File: src/rtl/insn_decode_fifo.sv
// insn_decode_fifo
//   Decodes instruction words into class fields and buffers the decoded
//   records in a DEPTH-entry FIFO for the execute/issue stage.
//   Optional per-class saturating counters are built when the macro
//   DECODE_STATS_EN is defined; otherwise the counter ports read 0.
//
// Parameters
//   INSN_W  instruction width (>= 28, decode looks at bits [27:20])
//   DEPTH   FIFO entries (power of two, >= 2)
//   CNT_W   statistics counter width
//
// Ports
//   clk, rst            clock, synchronous active-high reset
//   in_valid/in_ready   upstream handshake, in_insn is the word
//   out_valid/out_ready downstream handshake for the head record
//   out_insn, out_ins_type, out_data_type, out_mem_type, out_branch_type
//                       head record fields
//   flush               drop all buffered records
//   clr_stats           zero the counters
//   cnt_data, cnt_mem, cnt_branch, cnt_other
//                       accepted-instruction counts per class
module insn_decode_fifo #(
  parameter int INSN_W = 32,
  parameter int DEPTH  = 4,
  parameter int CNT_W  = 16
) (
  input  logic              clk,
  input  logic              rst,
  input  logic              in_valid,
  input  logic [INSN_W-1:0] in_insn,
  output logic              in_ready,
  output logic              out_valid,
  input  logic              out_ready,
  output logic [INSN_W-1:0] out_insn,
  output logic [1:0]        out_ins_type,
  output logic [2:0]        out_data_type,
  output logic [1:0]        out_mem_type,
  output logic [1:0]        out_branch_type,
  input  logic              flush,
  input  logic              clr_stats,
  output logic [CNT_W-1:0]  cnt_data,
  output logic [CNT_W-1:0]  cnt_mem,
  output logic [CNT_W-1:0]  cnt_branch,
  output logic [CNT_W-1:0]  cnt_other
);

  localparam int AW = $clog2(DEPTH);

  typedef enum logic [1:0] {
    CLS_DATA   = 2'b00,
    CLS_MEM    = 2'b01,
    CLS_BRANCH = 2'b10,
    CLS_OTHER  = 2'b11
  } ins_class_t;

  typedef struct packed {
    logic [INSN_W-1:0] insn;
    logic [1:0]        ins_type;
    logic [2:0]        data_type;
    logic [1:0]        mem_type;
    logic [1:0]        branch_type;
  } rec_t;

  rec_t        dec;
  rec_t        mem_q [DEPTH];
  logic [AW:0] wr_ptr;
  logic [AW:0] rd_ptr;
  logic        full;
  logic        empty;
  logic        push;
  logic        pop;

  // Decode of the incoming word
  always_comb begin
    dec             = '0;
    dec.insn        = in_insn;
    dec.ins_type    = in_insn[27:26];
    unique case (ins_class_t'(in_insn[27:26]))
      CLS_DATA:   dec.data_type   = in_insn[23:21];
      CLS_MEM:    dec.mem_type    = {in_insn[20], in_insn[22]};
      CLS_BRANCH: dec.branch_type = in_insn[25:24];
      default:    ;
    endcase
  end

  assign empty    = (wr_ptr == rd_ptr);
  assign full     = (wr_ptr[AW] != rd_ptr[AW]) &&
                    (wr_ptr[AW-1:0] == rd_ptr[AW-1:0]);
  // Ready is forced high in reset: whatever is presented is dropped there.
  assign in_ready  = rst || !full;
  assign out_valid = !empty;

  assign push = in_valid && in_ready && !flush && !rst;
  assign pop  = out_valid && out_ready && !flush && !rst;

  always_ff @(posedge clk) begin
    if (rst) begin
      wr_ptr <= '0;
      rd_ptr <= '0;
      for (int unsigned i = 0; i < DEPTH; i++) mem_q[i] <= '0;
    end else if (flush) begin
      wr_ptr <= '0;
      rd_ptr <= '0;
    end else begin
      if (push) begin
        mem_q[wr_ptr[AW-1:0]] <= dec;
        wr_ptr                <= wr_ptr + 1'b1;
      end
      if (pop) rd_ptr <= rd_ptr + 1'b1;
    end
  end

  assign out_insn        = mem_q[rd_ptr[AW-1:0]].insn;
  assign out_ins_type    = mem_q[rd_ptr[AW-1:0]].ins_type;
  assign out_data_type   = mem_q[rd_ptr[AW-1:0]].data_type;
  assign out_mem_type    = mem_q[rd_ptr[AW-1:0]].mem_type;
  assign out_branch_type = mem_q[rd_ptr[AW-1:0]].branch_type;

`ifdef DECODE_STATS_EN
  logic [CNT_W-1:0] cnt_q [4];

  always_ff @(posedge clk) begin
    if (rst || clr_stats) begin
      for (int unsigned i = 0; i < 4; i++) cnt_q[i] <= '0;
    end else if (push && (cnt_q[dec.ins_type] != '1)) begin
      cnt_q[dec.ins_type] <= cnt_q[dec.ins_type] + 1'b1;
    end
  end

  assign cnt_data   = cnt_q[CLS_DATA];
  assign cnt_mem    = cnt_q[CLS_MEM];
  assign cnt_branch = cnt_q[CLS_BRANCH];
  assign cnt_other  = cnt_q[CLS_OTHER];
`else
  // Without statistics the counters are constant zero; clr_stats is folded
  // in only so the port is not left dangling, it cannot change the value.
  logic [CNT_W-1:0] zero_cnt;
  assign zero_cnt   = '0 & {CNT_W{clr_stats}};
  assign cnt_data   = zero_cnt;
  assign cnt_mem    = zero_cnt;
  assign cnt_branch = zero_cnt;
  assign cnt_other  = zero_cnt;
`endif

endmodule

File: config.mk
export PLATFORM = sky130hd
export DESIGN_NAME = insn_decode_fifo
export DESIGN_NICKNAME = d
export VERILOG_FILES = /design/src/rtl/insn_decode_fifo.sv
export SDC_FILE = /design/constraint.sdc
export NUM_CORES = 1
export LEC_CHECK = 0
export ABC_AREA = 1
export CAP_MARGIN = 10
export CORE_UTILIZATION = 55
export DETAILED_ROUTE_END_ITERATION = 8
export DONT_BUFFER_PORTS = 1
export GPL_TIMING_DRIVEN = 0
export HOLD_SLACK_MARGIN = 0.03
export PLACE_DENSITY = 0.79
export SYNTH_ARGS = -nofsm -noshare
export SYNTH_HDL_FRONTEND = slang
export SYNTH_SLANG_ARGS = --single-unit
File: constraint.sdc
create_clock -name clk -period 3.3 [get_ports clk]
set_input_delay 0.33 -clock clk [delete_from_list [all_inputs] [get_ports clk]]
set_output_delay 0.33 -clock clk [all_outputs]
set_load 0.01 [all_outputs]
==> summary.md <==
| Metric | Value |
|---|---|
| Design Area, Final | approximately 0.0087 sq mm |
| Main synth FF type | edfxtp_1 |
| Share of layout cells above drive strength 1 | roughly 15% |
| Setup bufs post-CTS | 0 |
| Syn Area/Cell | ~10 sq um |
| Slowest stage delay, CP | slightly below 600 ps |
| Clock transition at path regs | about 60 ps |
| Clock skew | 11.09 ps |
| Fin crit period | between 2000 and 3000 ps |
| Switching Share | between 20% and 30% |
| Leakage | about 3.7 nW |
| CP delay by family, top | simple AND/OR/NAND/NOR gates |
| Synth area leaders | edfxtp_1 (62%), nor2_1 (11%), buf_4 (6.6%) |
| Final HPWL DP | roughly 11 mm |
| Slowest cell on crit path | nor2_4 |
| EDFF count, synth | approximately 160 |
| Worst-case clock buffer depth | 2 |
| Final Power | roughly 0.0046 W |
| Max Slew Vio Count | 0 |
| Synth warn | 0 |
| H-tree Lvls | 4 |
| ANT cells | 0 |
| Die area | 0.01420 sq mm |
| Status | finished, final reports clean |
| Crit-path max FO | 20 |
| Port bufs | 0 |
| TritonRoute pass-1 iters | 5 |
| Final setup vio count | 0 |
| Die Ht | between 100 and 150 um |
| Maximum vdd drop | 0.3531 mV |
| WL/cell | 17.41 um |
| Post-synth top area cell | edfxtp_1 |
| Data required, critical path | about 3400 ps |
| Yosys reg bits | approximately 160 |
| Distinct cell type count after synthesis | 28 |
| Crit path cell chain | xnor2_1 > nand3_2 > nand2_4 > buf_2 > a21oi_1 > nor2_4 > buf_16 |
| Layout area overhead | 15.02% |
| DR iter-0 viols | approximately 470 |
| Vias | roughly 5,300 |
| Pint | about 0.0036 W |
| Hold-fix buffers, CTS | 0 |
| Setup TNS | 0 ps |
| Final period util | between 80% and 90% |
| Largest net degree at the start of global routing | 31 |
| First-pass GRT wire length | between 20 and 30 mm |
| Max_slew headroom | 51.40% |
| Final ANT Viol Nets | 0 |
| FF/Latch Area | approximately 0.0048 sq mm |
| Max-Cap Viols | 0 |
| Fill count | just over 1,000 |
| Mapped Cells | 725 |
| Area of placed instances | a little over 0.008 sq mm |
| DRC violations left | 0 |
| Core Box Area | between 0.01 and 0.015 sq mm |
| Post-Syn Area | 0.007548 sq mm |
| Max frequency | roughly 370 MHz |
| Multi-input gate area | slightly above 0.002 sq mm |
| Power Dens Cells | between 500 and 600 mW/mm^2 |
| Most common cell in the netlist | nor2_1 |
| Post-synthesis sequential area ratio | 64.18% |
| Slew @ Worst Pin | just over 700 ps |
| Clock latency on the worst-skew pair | 420 ps |
| CTS Root Cell | clkbuf_16 |
| Critical Path Start Type | flip-flop |
| HP Class | primary input to flip-flop |
| Critical path buffers and inverters | 2 |
| Setup ws final | 621.3 ps |
| Setup WS pre-CTS | between 600 and 700 ps |
| Sink Count | ~160 |
| Initial antenna violation count | 0 |
| RSZ-0062 raised after global routing | false |
| Synth top cells by count | nor2_1 (228), edfxtp_1 (156), o21ai_0 (80) |
| Comb power frac | between 6 and 7% |
| Sequential power share | around half |
| Yosys top cell area share | 62.06% |
| Initial core utilization | a little under three fifths |
| Crit. End Element | flip-flop |
| Critical path class | flip-flop to flip-flop |
| RePlAce Congestion | 0.8253 |
| Vias per inst | 5.338 |
| Clock network power share | 41.5% |
| Async SR Flop Fraction | 0% |
| Number of buffers created by CTS | 17 |
| Grt ovf | 0 |
| Site row count | between 40 and 50 |
| Vias in the first global route | 5,051 |
| Final wirelength | about 17 mm |
| P_sw | roughly 0.001 W |
| CTS tree | built |
| Worst EP arrival | between 2000 and 3000 ps |
| Global Route Usage Sum | around a quarter |
| Boundary Pins | 145 |
| Die X | roughly 120 um |
| Final Hold Violating Endpoints | 0 |
| Layout Nets | 851 |
| Post_cts resized | 0 |
[stage by stage]
stage / cells / hold WS (ps) / util, %
after floorplan: 788 / 476.8 / -
after global placement: 964 / 498.0 / 60.21
after detailed placement: 968 / 499.4 / 60.98
after CTS: 999 / 163.4 / 65.30
after global routing: 999 / 168.2 / 65.30
final: 999 / 172.9 / 65.30
[power by group through the flow]
stage	registers, W	clock network [W]	logic, W
final	0.00239	0.00192	0.000315
after global routing	0.00240	0.00201	0.000342
after CTS	0.00239	0.00192	0.000312
after detailed placement	0.00243	0	0.000310
after global placement	0.00244	0	0.000288
after floorplan	0.00243	0	0.000232
[worst register-to-register path, stage by stage, from the launching register on]
cell and delay (ps):
dfxtp_1 490, xnor2_1 220, nand3_2 190, nand2_4 200, buf_2 320, a21oi_1 120, nor2_4 580, buf_16 260
[registers in the layout (all words and copies together), names as in the netlist, named ones only]
signal,flops
rd_ptr,3
wr_ptr,3
mem_q,156
[path summary, 6_finish.rpt]
path	start	end	slack, ps	cells after the start
max reg2reg	wr_ptr[0]	mem_q[3][38]	620	7
min	in_insn[31]	mem_q[0][40]	170	2
max	wr_ptr[0]	mem_q[3][38]	620	7
min reg2reg	rd_ptr[2]	rd_ptr[2]	510	2
[layout make-up]
class                   instances  area share [%]
flip-flops and latches        164           55.80
multi-input cells             464           23.72
plain buffers                 107           7.998
clock buffers                  21           5.073
well taps                     176           2.536
inverters                      53           2.320
clock inverters                10           1.542
repair buffers                  4           1.009
[layout by cell type, fill, tap and decap left out, drive strengths merged]
cell type  synthesis  routed
nor2             229     229
edfxtp           156     156
buf               84      88
o21ai             80      80
conb               1      64
inv               53      53
clkbuf            23      44
o22ai             39      39
nand2             24      24
nand3             10      10
dfxtp              8       8
clkinv             0       6
nor3               5       5
a21oi              4       4
bufinv             0       3
nand4              2       2
xor2               2       2
ha                 2       2
xnor2              1       1
nand3b             1       1
or2                1       1
clkinvlp           0       1
[routing by layer]
metal | wire length [um] | global-route usage [%] | vias up
li1 | - | - | 2487
met1 | 6722 | 32.14 | 2480
met2 | 8564 | 42.11 | 337
met3 | 1816 | 6.897 | 29
met4 | 294 | 9.098 | 0
met5 | 0 | 0 | -
[cell families (layout without fill, tap and decap cells)]
kind of cell / count (synthesis) / in the layout / share of synthesized area, %
AOI/OAI and AO/OA: 123 / 123 / 8.801
xor gates and xnor gates: 3 / 3 / 0.3481
adders and majority gates: 2 / 2 / 0.3315
buffers and inverters: 160 / 195 / 11.87
DFF: 164 / 164 / 64.18
other: 1 / 64 / 0.04968
and+or+nand+nor: 272 / 272 / 14.42
Power figures use the tool's default switching activity.
